==> config.mk <==
export PLATFORM = sky130hd
export DESIGN_NAME = tristate_pin_sequencer_flat
export DESIGN_NICKNAME = d
export VERILOG_FILES = /design/src/rtl/tristate_pin_sequencer_if.sv /design/src/rtl/tristate_pin_sequencer.sv /design/src/flat_wrapper.sv
export SDC_FILE = /design/constraint.sdc
export NUM_CORES = 1
export LEC_CHECK = 0
export CAP_MARGIN = 15
export CORE_AREA = 2 2 98 100
export CTS_CLUSTER_DIAMETER = 50
export DETAILED_ROUTE_END_ITERATION = 7
export DIE_AREA = 0 0 100 102
export GPL_TIMING_DRIVEN = 0
export PLACE_DENSITY = 0.55
export SYNTH_ARGS = -nofsm -noshare
export SYNTH_HDL_FRONTEND = slang
export SYNTH_SLANG_ARGS = --single-unit
==> constraint.sdc <==
create_clock -name clk -period 1.9 [get_ports clk]
set_input_delay 0.19 -clock clk [delete_from_list [all_inputs] [get_ports clk]]
set_output_delay 0.19 -clock clk [all_outputs]
set_load 0.005 [all_outputs]
==> src/rtl/tristate_pin_sequencer_if.sv <==
// Bus between the pin sequencer and its surroundings: two requesters on one
// side, the IOBUF (I/T/O) on the other, plus the completion report.
interface tristate_pin_sequencer_if #(
   parameter int WIDTH = 8
);
   logic [1:0]       req_valid;
   logic [1:0]       req_ready;
   logic [WIDTH-1:0] data_a;
   logic [WIDTH-1:0] data_b;
   logic             io_i;
   logic             io_t;
   logic             io_o;
   logic             done;
   logic             done_id;
   logic             err;
   logic [WIDTH-1:0] rx_data;
   logic             busy;

   // user logic + pin side
   modport master (
      output req_valid, data_a, data_b, io_o,
      input  req_ready, io_i, io_t, done, done_id, err, rx_data, busy
   );

   // the sequencer itself
   modport slave (
      input  req_valid, data_a, data_b, io_o,
      output req_ready, io_i, io_t, done, done_id, err, rx_data, busy
   );
endinterface

==> src/rtl/tristate_pin_sequencer.sv <==
// Shares one IOBUF pin between requesters A and B. Round-robin grant, high-Z
// turnaround before each drive, MSB-first serial shift with readback check
// through a 2-flop synchronizer on the pin input.
module tristate_pin_sequencer #(
   parameter int WIDTH    = 8,
   parameter int CLK_DIV  = 4,
   parameter int TURN_CYC = 2
) (
   input logic                   clk,
   input logic                   rst_n,
   tristate_pin_sequencer_if.slave bus
);
   localparam int PH_W = $clog2(CLK_DIV);
   localparam int BT_W = $clog2(WIDTH + 1);
   localparam int TC_W = $clog2(TURN_CYC + 1);

   typedef enum logic [1:0] {IDLE, TURN, SHIFT, DONE} state_t;

   state_t           state_q;
   logic [1:0]       sync_q;
   logic             ptr_q;       // last granted requester (1 = B)
   logic             own_q;
   logic             err_acc_q;   // sticky mismatch for the running transfer
   logic [WIDTH-1:0] tx_q;
   logic [WIDTH-1:0] rx_q;
   logic [PH_W-1:0]  ph_q;
   logic [BT_W-1:0]  bit_q;
   logic [TC_W-1:0]  turn_q;

   logic [1:0]       ready_q;
   logic             io_i_q;
   logic             io_t_q;
   logic             done_q;
   logic             done_id_q;
   logic             err_q;
   logic [WIDTH-1:0] rx_data_q;

   logic [1:0]       win_d;
   logic             accept;
   logic [WIDTH-1:0] rx_d;
   logic [WIDTH-1:0] tx_d;
   logic             mis_d;

   // io_o is asynchronous to clk; only the second flop is ever used
   always_ff @(posedge clk or negedge rst_n) begin
      if (!rst_n) sync_q <= 2'b00;
      else        sync_q <= {sync_q[0], bus.io_o};
   end

   // round-robin winner: on a tie the requester not granted last time wins
   always_comb begin
      win_d = 2'b00;
      case (bus.req_valid)
         2'b01:   win_d = 2'b01;
         2'b10:   win_d = 2'b10;
         2'b11:   win_d = ptr_q ? 2'b01 : 2'b10;
         default: win_d = 2'b00;
      endcase
   end

   assign accept = |(bus.req_valid & ready_q);
   assign rx_d   = WIDTH'({rx_q, sync_q[1]});
   assign tx_d   = tx_q << 1;
   assign mis_d  = sync_q[1] != io_i_q;

   // sequencer FSM; every pin-facing output is a flop so io_o never reaches them combinationally
   always_ff @(posedge clk or negedge rst_n) begin
      if (!rst_n) begin
         state_q   <= IDLE;
         ptr_q     <= 1'b1;
         own_q     <= 1'b0;
         err_acc_q <= 1'b0;
         tx_q      <= '0;
         rx_q      <= '0;
         ph_q      <= '0;
         bit_q     <= '0;
         turn_q    <= '0;
         ready_q   <= 2'b00;
         io_i_q    <= 1'b0;
         io_t_q    <= 1'b1;
         done_q    <= 1'b0;
         done_id_q <= 1'b0;
         err_q     <= 1'b0;
         rx_data_q <= '0;
      end else begin
         done_q <= 1'b0;
         case (state_q)
            IDLE: begin
               if (accept) begin
                  state_q <= TURN;
                  ready_q <= 2'b00;
                  own_q   <= ready_q[1];
                  ptr_q   <= ready_q[1];
                  tx_q    <= ready_q[1] ? bus.data_b : bus.data_a;
                  turn_q  <= '0;
               end else begin
                  ready_q <= win_d;
               end
            end
            TURN: begin
               if (turn_q == TC_W'(TURN_CYC - 1)) begin
                  state_q <= SHIFT;
                  io_t_q  <= 1'b0;
                  io_i_q  <= tx_q[WIDTH-1];
               end else begin
                  turn_q <= turn_q + 1'b1;
               end
            end
            SHIFT: begin
               if (ph_q == PH_W'(CLK_DIV - 1)) begin
                  ph_q      <= '0;
                  rx_q      <= rx_d;
                  err_acc_q <= err_acc_q | mis_d;
                  if (bit_q == BT_W'(WIDTH - 1)) begin
                     state_q   <= DONE;
                     io_t_q    <= 1'b1;
                     io_i_q    <= 1'b0;
                     done_q    <= 1'b1;
                     done_id_q <= own_q;
                     err_q     <= err_acc_q | mis_d;
                     rx_data_q <= rx_d;
                  end else begin
                     bit_q  <= bit_q + 1'b1;
                     tx_q   <= tx_d;
                     io_i_q <= tx_d[WIDTH-1];
                  end
               end else begin
                  ph_q <= ph_q + 1'b1;
               end
            end
            DONE: begin
               state_q   <= IDLE;
               ready_q   <= win_d;
               err_acc_q <= 1'b0;
               bit_q     <= '0;
               ph_q      <= '0;
               turn_q    <= '0;
            end
            default: state_q <= IDLE;
         endcase
      end
   end

   assign bus.req_ready = ready_q;
   assign bus.io_i      = io_i_q;
   assign bus.io_t      = io_t_q;
   assign bus.done      = done_q;
   assign bus.done_id   = done_id_q;
   assign bus.err       = err_q;
   assign bus.rx_data   = rx_data_q;
   assign bus.busy      = (state_q != IDLE);
endmodule

==> src/flat_wrapper.sv <==
// flat-port wrapper written by rule: the top's interface ports become plain ports
module tristate_pin_sequencer_flat 
#(
   parameter int WIDTH    = 8,
   parameter int CLK_DIV  = 4,
   parameter int TURN_CYC = 2
)
  (clk, rst_n, bus_req_valid, bus_data_a, bus_data_b, bus_io_o, bus_req_ready, bus_io_i, bus_io_t, bus_done, bus_done_id, bus_err, bus_rx_data, bus_busy);
  tristate_pin_sequencer_if #(.WIDTH(WIDTH)) bus_i ();
  input logic clk;
  input logic rst_n;
  input wire logic [$bits(bus_i.req_valid)-1:0] bus_req_valid;
  input wire logic [$bits(bus_i.data_a)-1:0] bus_data_a;
  input wire logic [$bits(bus_i.data_b)-1:0] bus_data_b;
  input wire logic [$bits(bus_i.io_o)-1:0] bus_io_o;
  output wire logic [$bits(bus_i.req_ready)-1:0] bus_req_ready;
  output wire logic [$bits(bus_i.io_i)-1:0] bus_io_i;
  output wire logic [$bits(bus_i.io_t)-1:0] bus_io_t;
  output wire logic [$bits(bus_i.done)-1:0] bus_done;
  output wire logic [$bits(bus_i.done_id)-1:0] bus_done_id;
  output wire logic [$bits(bus_i.err)-1:0] bus_err;
  output wire logic [$bits(bus_i.rx_data)-1:0] bus_rx_data;
  output wire logic [$bits(bus_i.busy)-1:0] bus_busy;
  assign bus_i.req_valid = bus_req_valid;
  assign bus_i.data_a = bus_data_a;
  assign bus_i.data_b = bus_data_b;
  assign bus_i.io_o = bus_io_o;
  assign bus_req_ready = bus_i.req_ready;
  assign bus_io_i = bus_i.io_i;
  assign bus_io_t = bus_i.io_t;
  assign bus_done = bus_i.done;
  assign bus_done_id = bus_i.done_id;
  assign bus_err = bus_i.err;
  assign bus_rx_data = bus_i.rx_data;
  assign bus_busy = bus_i.busy;
  tristate_pin_sequencer #(.WIDTH(WIDTH), .CLK_DIV(CLK_DIV), .TURN_CYC(TURN_CYC)) u_core (.clk(clk), .rst_n(rst_n), .bus(bus_i));
endmodule
==> impl_metrics.py, run 1 <==
metrics = {
    "run_status": {
        "outcome": "finished, final reports clean",
    },
    "pwr": {
        "totalPowerFinal_mw": 3.92,
        "leakage_nw": 1.27,
        "vdd_drop_max_mv": 0.563,
        "power.density_mw_per_mm2": 1350,
    },
    "yosys": {
        "synth_seq_cells": 45,
        "synth_edf_count": 0,
        "ys_types": 45,
        "syn_area_per_cell_um2": 11.9,
        "synthCells": 189,
        "syn_area_mm2": 0.00225,
        "synth_top_flop_cell": "dfrtp_1",
        "ys_warn_count": 0,
        "ys_seq_area_share_pct": 50.2,
        "synthArstFlopShare_pct": 100,
        "syn-num-nets": 219,
    },
    "timing": {
        "slew_headroom_pct": 73.7,
        "fin_setup_tns_ps": 0,
        "fmax_mhz": 551,
        "setup_violations": 0,
        "fin_crit_sh_pct": 95.6,
        "final.setup.worst_slack_ps": 83.7,
        "slew_viol_final": 0,
        "timing.final.crit_period_ps": 1820,
        "worst_pin_slew_ps": 395,
        "finClkSkew_ps": 4.00,
        "rsz0062_at_grt": "true",
        "hold_viol_final": 0,
    },
    "routing": {
        "num_vias": 1550,
        "final_antenna_net_count": 0,
        "dr.pass1.iters": 4,
        "drtIter0Drc": 75,
        "detail_route.vias_per_cell": 4.47,
        "drc_errors": 0,
        "totalWireLength_um": 4370,
        "wl_per_cell_um": 12.6,
    },
    "placement": {
        "dp_slack_ps": -96.2,
        "placed_cells": 337,
        "gp_congestion": 0.779,
        "place.port_buffers": 36,
        "place_hpwl_um": 3330,
    },
    "worst_setup_path": {
        "crit_chain": "ha_1 > and3b_1 > and3_1 > buf_4 > mux2_2",
        "critPathMaxStageDelay_ps": 420,
        "cp.buffers_inverters": 1,
        "crit_type": "reg2reg",
        "r2r_slack_ps": 80,
        "crit_path_start_kind": "register",
        "critPathSlowestCell": "dfrtp_1",
        "crit_arrival_ps": 2000,
        "cp-end-kind": "register",
        "crit_fanout": 10,
        "cp.required_ps": 2080,
        "path_delay_family": "simple AND/OR/NAND/NOR gates",
    },
    "cells_and_area": {
        "fin_cells": 347,
        "num-nets-final": 265,
        "area_delta_synth_final_pct": 29.1,
        "num_antenna_cells": 0,
        "drive_gt1_share_pct": 22.9,
        "postLayoutCoreUtil_pct": 31.9,
        "fillers": 936,
    },
    "die": {
        "die_h_um": 102,
        "fp.coreArea_mm2": 0.00911,
        "die_w_um": 100,
        "die_area_mm2": 0.0102,
        "initial_utilization_pct": 24.7,
        "rows": 35,
        "pin_count": 37,
    },
    "clock_tree": {
        "clockBufferDepth": 2,
        "clk_pin_slew_worst_paths_ps": 90,
        "htreeDepth": 2,
        "clock-sinks": 45,
        "cts_root_buffer": "clkbuf_8",
        "cts_inserted_buffers": 5,
        "insertion_delay_ps": 300,
        "cts_tree": "yes",
    },
    "grt": {
        "grt.total_usage_pct": 9.28,
        "grt_pass1_wl_um": 7580,
        "antenna_found_initial": 0,
        "grt_max_degree": 31,
        "grt_pass1_vias": 1559,
        "gr-total-overflow": 0,
    },
    "hold_path": {
        "hp-class": "in2reg",
    },
    "job": {
        "cap_violations": 0,
    },
}
==> path summary, 6_finish.rpt <==
kind | startpoint | endpoint | depth (start not counted)
worst min-delay path | bus_io_o | u_core.sync_q[0]$_DFF_PN0_ | 1
worst min register to register | u_core.sync_q[0]$_DFF_PN0_ | u_core.sync_q[1]$_DFF_PN0_ | 0
worst max register to register | u_core.bit_q[0]$_DFFE_PN0P_ | u_core.bus.rx_data[3]$_DFFE_PN0P_ | 5
worst max-delay path | u_core.bit_q[0]$_DFFE_PN0P_ | u_core.bus.rx_data[3]$_DFFE_PN0P_ | 5
min in group asynchronous | rst_n | u_core.tx_q[3]$_DFFE_PN0P_ | 2
max in group asynchronous | rst_n | u_core.ptr_q$_DFFE_PN1P_ | 3
==> synth_stat cells (2+ instances only) <==
cell type / number / share of area, %
ha_1: 9 / 5.0
o21ai_0: 10 / 2.2
nor4_1: 2 / 0.56
nand3_1: 4 / 0.89
a32o_1: 2 / 0.89
and3_1: 3 / 0.83
o31ai_1: 2 / 0.67
dfrtp_1: 43 / 48
clkbuf_1: 2 / 0.33
clkbuf_8: 3 / 1.8
nand2_1: 20 / 3.3
nand2b_1: 3 / 0.83
dfstp_2: 2 / 2.3
nor2_1: 10 / 1.7
inv_1: 9 / 1.5
mux2i_1: 10 / 4.4
a31oi_1: 2 / 0.56
nor3_1: 2 / 0.44
mux2_4: 8 / 5.3
mux2_2: 18 / 9.0
==> where the power goes <==
part	switching, mW	internal [mW]
registers	0.177	1.24
clock network	0.333	0.395
logic	0.823	0.956
total	1.33	2.59
==> kinds of logic (layout without fill, tap and decap cells) <==
logic type / Yosys count / in the layout / share of synthesized area [%]
compound gates: 31 / 31 / 10.2
xor+xnor: 1 / 1 / 0.389
fa+ha+maj: 9 / 9 / 5.01
buf+inv: 17 / 64 / 4.73
flops: 45 / 45 / 50.2
mux: 36 / 36 / 18.8
simple gates: 50 / 50 / 10.7
==> through the flow <==
step | area [µm²] | hold slack, ps
floorplan | 2250 | -106
global placement | 2750 | 336
detailed placement | 2760 | 146
CTS | 2890 | 316
global route | 2910 | 335
finish | 2910 | 328
==> timing repair <==
item / 4_1_cts / 5_1_grt
buffers inserted: 0 / 1
resized for setup: 2 / 3
pin swaps: 0 / 0
hold buffers: 1 / 0
hold endpoints to repair: 14 / 0
setup endpoints to repair: 2 / 12
==> per-layer routing <==
metal	vias up	global-route usage [%]	share of wire, %
met5	-	0	0
met4	0	3.37	1.9
met3	8	2.53	3.7
met2	33	15.1	47
met1	746	11.9	47
li1	763	-	-
==> registers in the layout, indices dropped and copies added (netlist names) <==
name and cells:
u_core.bus.io_i 1, u_core.turn_q 2, u_core.bus.done 1, u_core.bus.done_id 1
u_core.bit_q 4, u_core.sync_q 2, u_core.ptr_q 1, u_core.err_acc_q 1
u_core.bus.rx_data 8, u_core.own_q 1, u_core.rx_q 7, u_core.bus.req_ready 2
u_core.tx_q 8, u_core.ph_q 2, u_core.bus.io_t 1, u_core.bus.err 1
u_core.state_q 2
==> cell usage in the layout (no fill, tap or decap), types with 3 or more instances in the layout <==
cell             Yosys  layout
dfrtp_1             43      43
clkdlybuf4s50_1      0      35
nand2_1             20      20
mux2_2              18      18
mux2i_1             10      10
nor2_1              10      10
inv_1                9       9
o21ai_0             10       9
clkbuf_8             3       8
mux2_4               8       8
ha_1                 9       8
nand3_1              4       4
and3_1               3       3
nand2b_1             3       3
==> area by class of cell <==
type                       count  area [µm²]  area share, %
inverter                       9        33.8           1.16
clock inverter                 2        38.8           1.34
multi-input combinational    127        1030           35.3
timing repair buffer          39         393           13.5
buffer                         8        73.8           2.54
sequential                    45        1130           38.8
clock buffer                   6        72.6           2.50
tap                          111         139           4.78
No activity file was read; power rests on OpenSTA's default activity.
==> inputs of run 2 (changes only) <==
Settings changed: PLACE_DENSITY 0.55 to 0.5.
==> impl_metrics.py, run 2 (synthesized netlist as in run 1, its figures left out) <==
metrics = {
    "grt": {
        "grt_max_degree": 34,
        "antenna_found_initial": 0,
        "grt_pass1_vias": 1580,
        "grt_pass1_wl_um": 7720,
        "grt.total_usage_pct": 9.46,
        "gr-total-overflow": 0,
    },
    "worst_setup_path": {
        "critPathMaxStageDelay_ps": 440,
        "crit_arrival_ps": 1610,
        "crit_cells": 4,
        "r2r-start": "u_core.bit_q[0]$_DFFE_PN0P_",
        "crit_fanout": 5,
        "path_delay_family": "buffers and inverters",
        "critPathSlowestCell": "clkdlybuf4s50_1",
        "startpoint": "u_core.state_q[0]$_DFFE_PN0P_",
        "r2r_end": "u_core.tx_q[6]$_DFFE_PN0P_",
        "rr_worst_depth": 6,
        "cp.buffers_inverters": 3,
        "cp.required_ps": 1710,
        "crit_type": "reg2out",
        "crit_path_start_kind": "register",
        "crit_chain": "inv_1 > ha_2 > inv_1 > clkdlybuf4s50_1",
        "r2r_slack_ps": 100,
        "cp-end-kind": "primary output",
        "crit_top_cell": "inv_1",
    },
    "cells_and_area": {
        "num-nets-final": 264,
        "final_cell_mix": "43 x dfrtp_1, 35 x clkdlybuf4s50_1, 20 x nand2_1, 18 x mux2_2",
        "stdcell_area_mm2": 0.00290,
        "drive_gt1_share_pct": 23.0,
        "postLayoutCoreUtil_pct": 31.9,
        "layout_commonest_cell": "dfrtp_1",
        "num_antenna_cells": 0,
        "area_delta_synth_final_pct": 29.0,
        "fillers": 928,
    },
    "run_status": {
        "outcome": "finished, final reports clean",
    },
    "die": {
        "rows": 35,
        "fp.coreArea_mm2": 0.00911,
        "die_h_um": 102,
        "initial_utilization_pct": 24.7,
        "die_area_mm2": 0.0102,
        "pin_count": 37,
        "die_w_um": 100,
    },
    "placement": {
        "dp_slack_ps": -64.1,
        "place_hpwl_um": 3240,
        "placed_area_mm2": 0.00276,
        "gp_congestion": 0.750,
        "place.port_buffers": 36,
    },
    "clock_tree": {
        "cts_inserted_buffers": 5,
        "clock-sinks": 45,
        "clockBufferDepth": 2,
        "insertion_delay_ps": 300,
        "htreeDepth": 2,
        "clk_pin_slew_worst_paths_ps": 90,
        "cts_tree": "yes",
        "cts_setup_buffers": 0,
        "cts_root_buffer": "clkbuf_8",
    },
    "timing": {
        "fin_crit_sh_pct": 94.7,
        "worst_pin_slew_ps": 430,
        "slew_headroom_pct": 71.3,
        "finClkSkew_ps": 7.49,
        "hold_viol_final": 0,
        "final.setup.worst_slack_ps": 101,
        "timing.final.crit_period_ps": 1800,
        "fmax_mhz": 556,
        "setup_violations": 0,
        "slew_viol_final": 0,
    },
    "hold_path": {
        "min_from": "bus_io_o",
        "hp-class": "in2reg",
        "whs_path_depth": 1,
        "min_delay_worst_endpoint": "u_core.sync_q[0]$_DFF_PN0_",
    },
    "routing": {
        "totalWireLength_um": 4390,
        "drtIter0Drc": 39,
        "detail_route.vias_per_cell": 4.49,
        "dr.pass1.iters": 4,
        "final_antenna_net_count": 0,
        "wl_per_cell_um": 12.7,
        "drc_errors": 0,
        "num_vias": 1553,
    },
    "job": {
        "cap_violations": 0,
    },
    "pwr": {
        "vdd_drop_max_mv": 0.525,
        "totalPowerFinal_mw": 3.91,
        "power.density_mw_per_mm2": 1350,
        "leakage_nw": 1.26,
    },
}
[run 2: changes by cell type in the layout (fill, tap and decap cells not counted)]
| cell | previous run | this run |
|---|---|---|
| buf_2 | 2 | 3 |
| clkbuf_2 | 1 | 0 |
| buf_4 | 2 | 0 |
| inv_1 | 9 | 8 |
| buf_6 | 1 | 2 |
| inv_2 | 0 | 1 |
[run 2: through the flow]
step           cells  TNS (ps)  hold slack [ps]
6_report         346         0              323
5_1_grt          346     -18.1              320
4_1_cts          346         0              313
3_5_place_dp     337     -83.3              115
3_3_place_gp     336    -31070              335
2_1_floorplan    189         0             -106
[run 2: worst register-to-register path, cell delays in order, from the launching register on]
cell and delay (ps):
dfrtp_1 430, ha_1 250, nand3b_2 130, nand2_2 100
a211o_1 320, buf_6 160, mux2_4 300
[run 2: timing repair]
item                       4_1_cts  5_1_grt
hold endpoints to repair        11        0
hold buffers                     1        0
gates resized for setup          1        7
setup endpoints to repair        1       19
[run 2: final cells by class]
cell class,count,area [µm²],area share (%)
buffer,8,77.6,2.67
clock buffer,6,72.6,2.50
clock inverter,2,38.8,1.34
inverter,9,33.8,1.16
multi-input combinational,127,1030,35.4
sequential,45,1130,38.9
tap,111,139,4.79
timing repair buffer,38,385,13.3
[run 2: where the power goes]
group	switching, mW	internal (mW)	leakage [nW]	total, mW
clock	0.328	0.395	0.0554	0.723
combinational	0.814	0.945	0.658	1.76
sequential	0.185	1.24	0.548	1.42
total	1.33	2.58	1.26	3.91
[run 2: layer usage]
layer / vias to the layer above / track usage [%] / part of all wire (%)
li1: 762 / - / -
met4: 0 / 2.85 / 0.91
met1: 754 / 13.1 / 50
met2: 32 / 14.6 / 45
met3: 5 / 2.53 / 4.1
met5: - / 0 / 0
[run 2: worst max-delay path by stage]
stage,slack (ps),end
after floorplan,230,u_core.tx_q[0]$_DFFE_PN0P_
after global placement,-710,u_core.bus.rx_data[1]$_DFFE_PN0P_
after detailed placement,-60,u_core.bus.io_i$_DFFE_PN0P_
after CTS,5,bus_busy
after global routing,-8,bus_busy
final,100,bus_busy
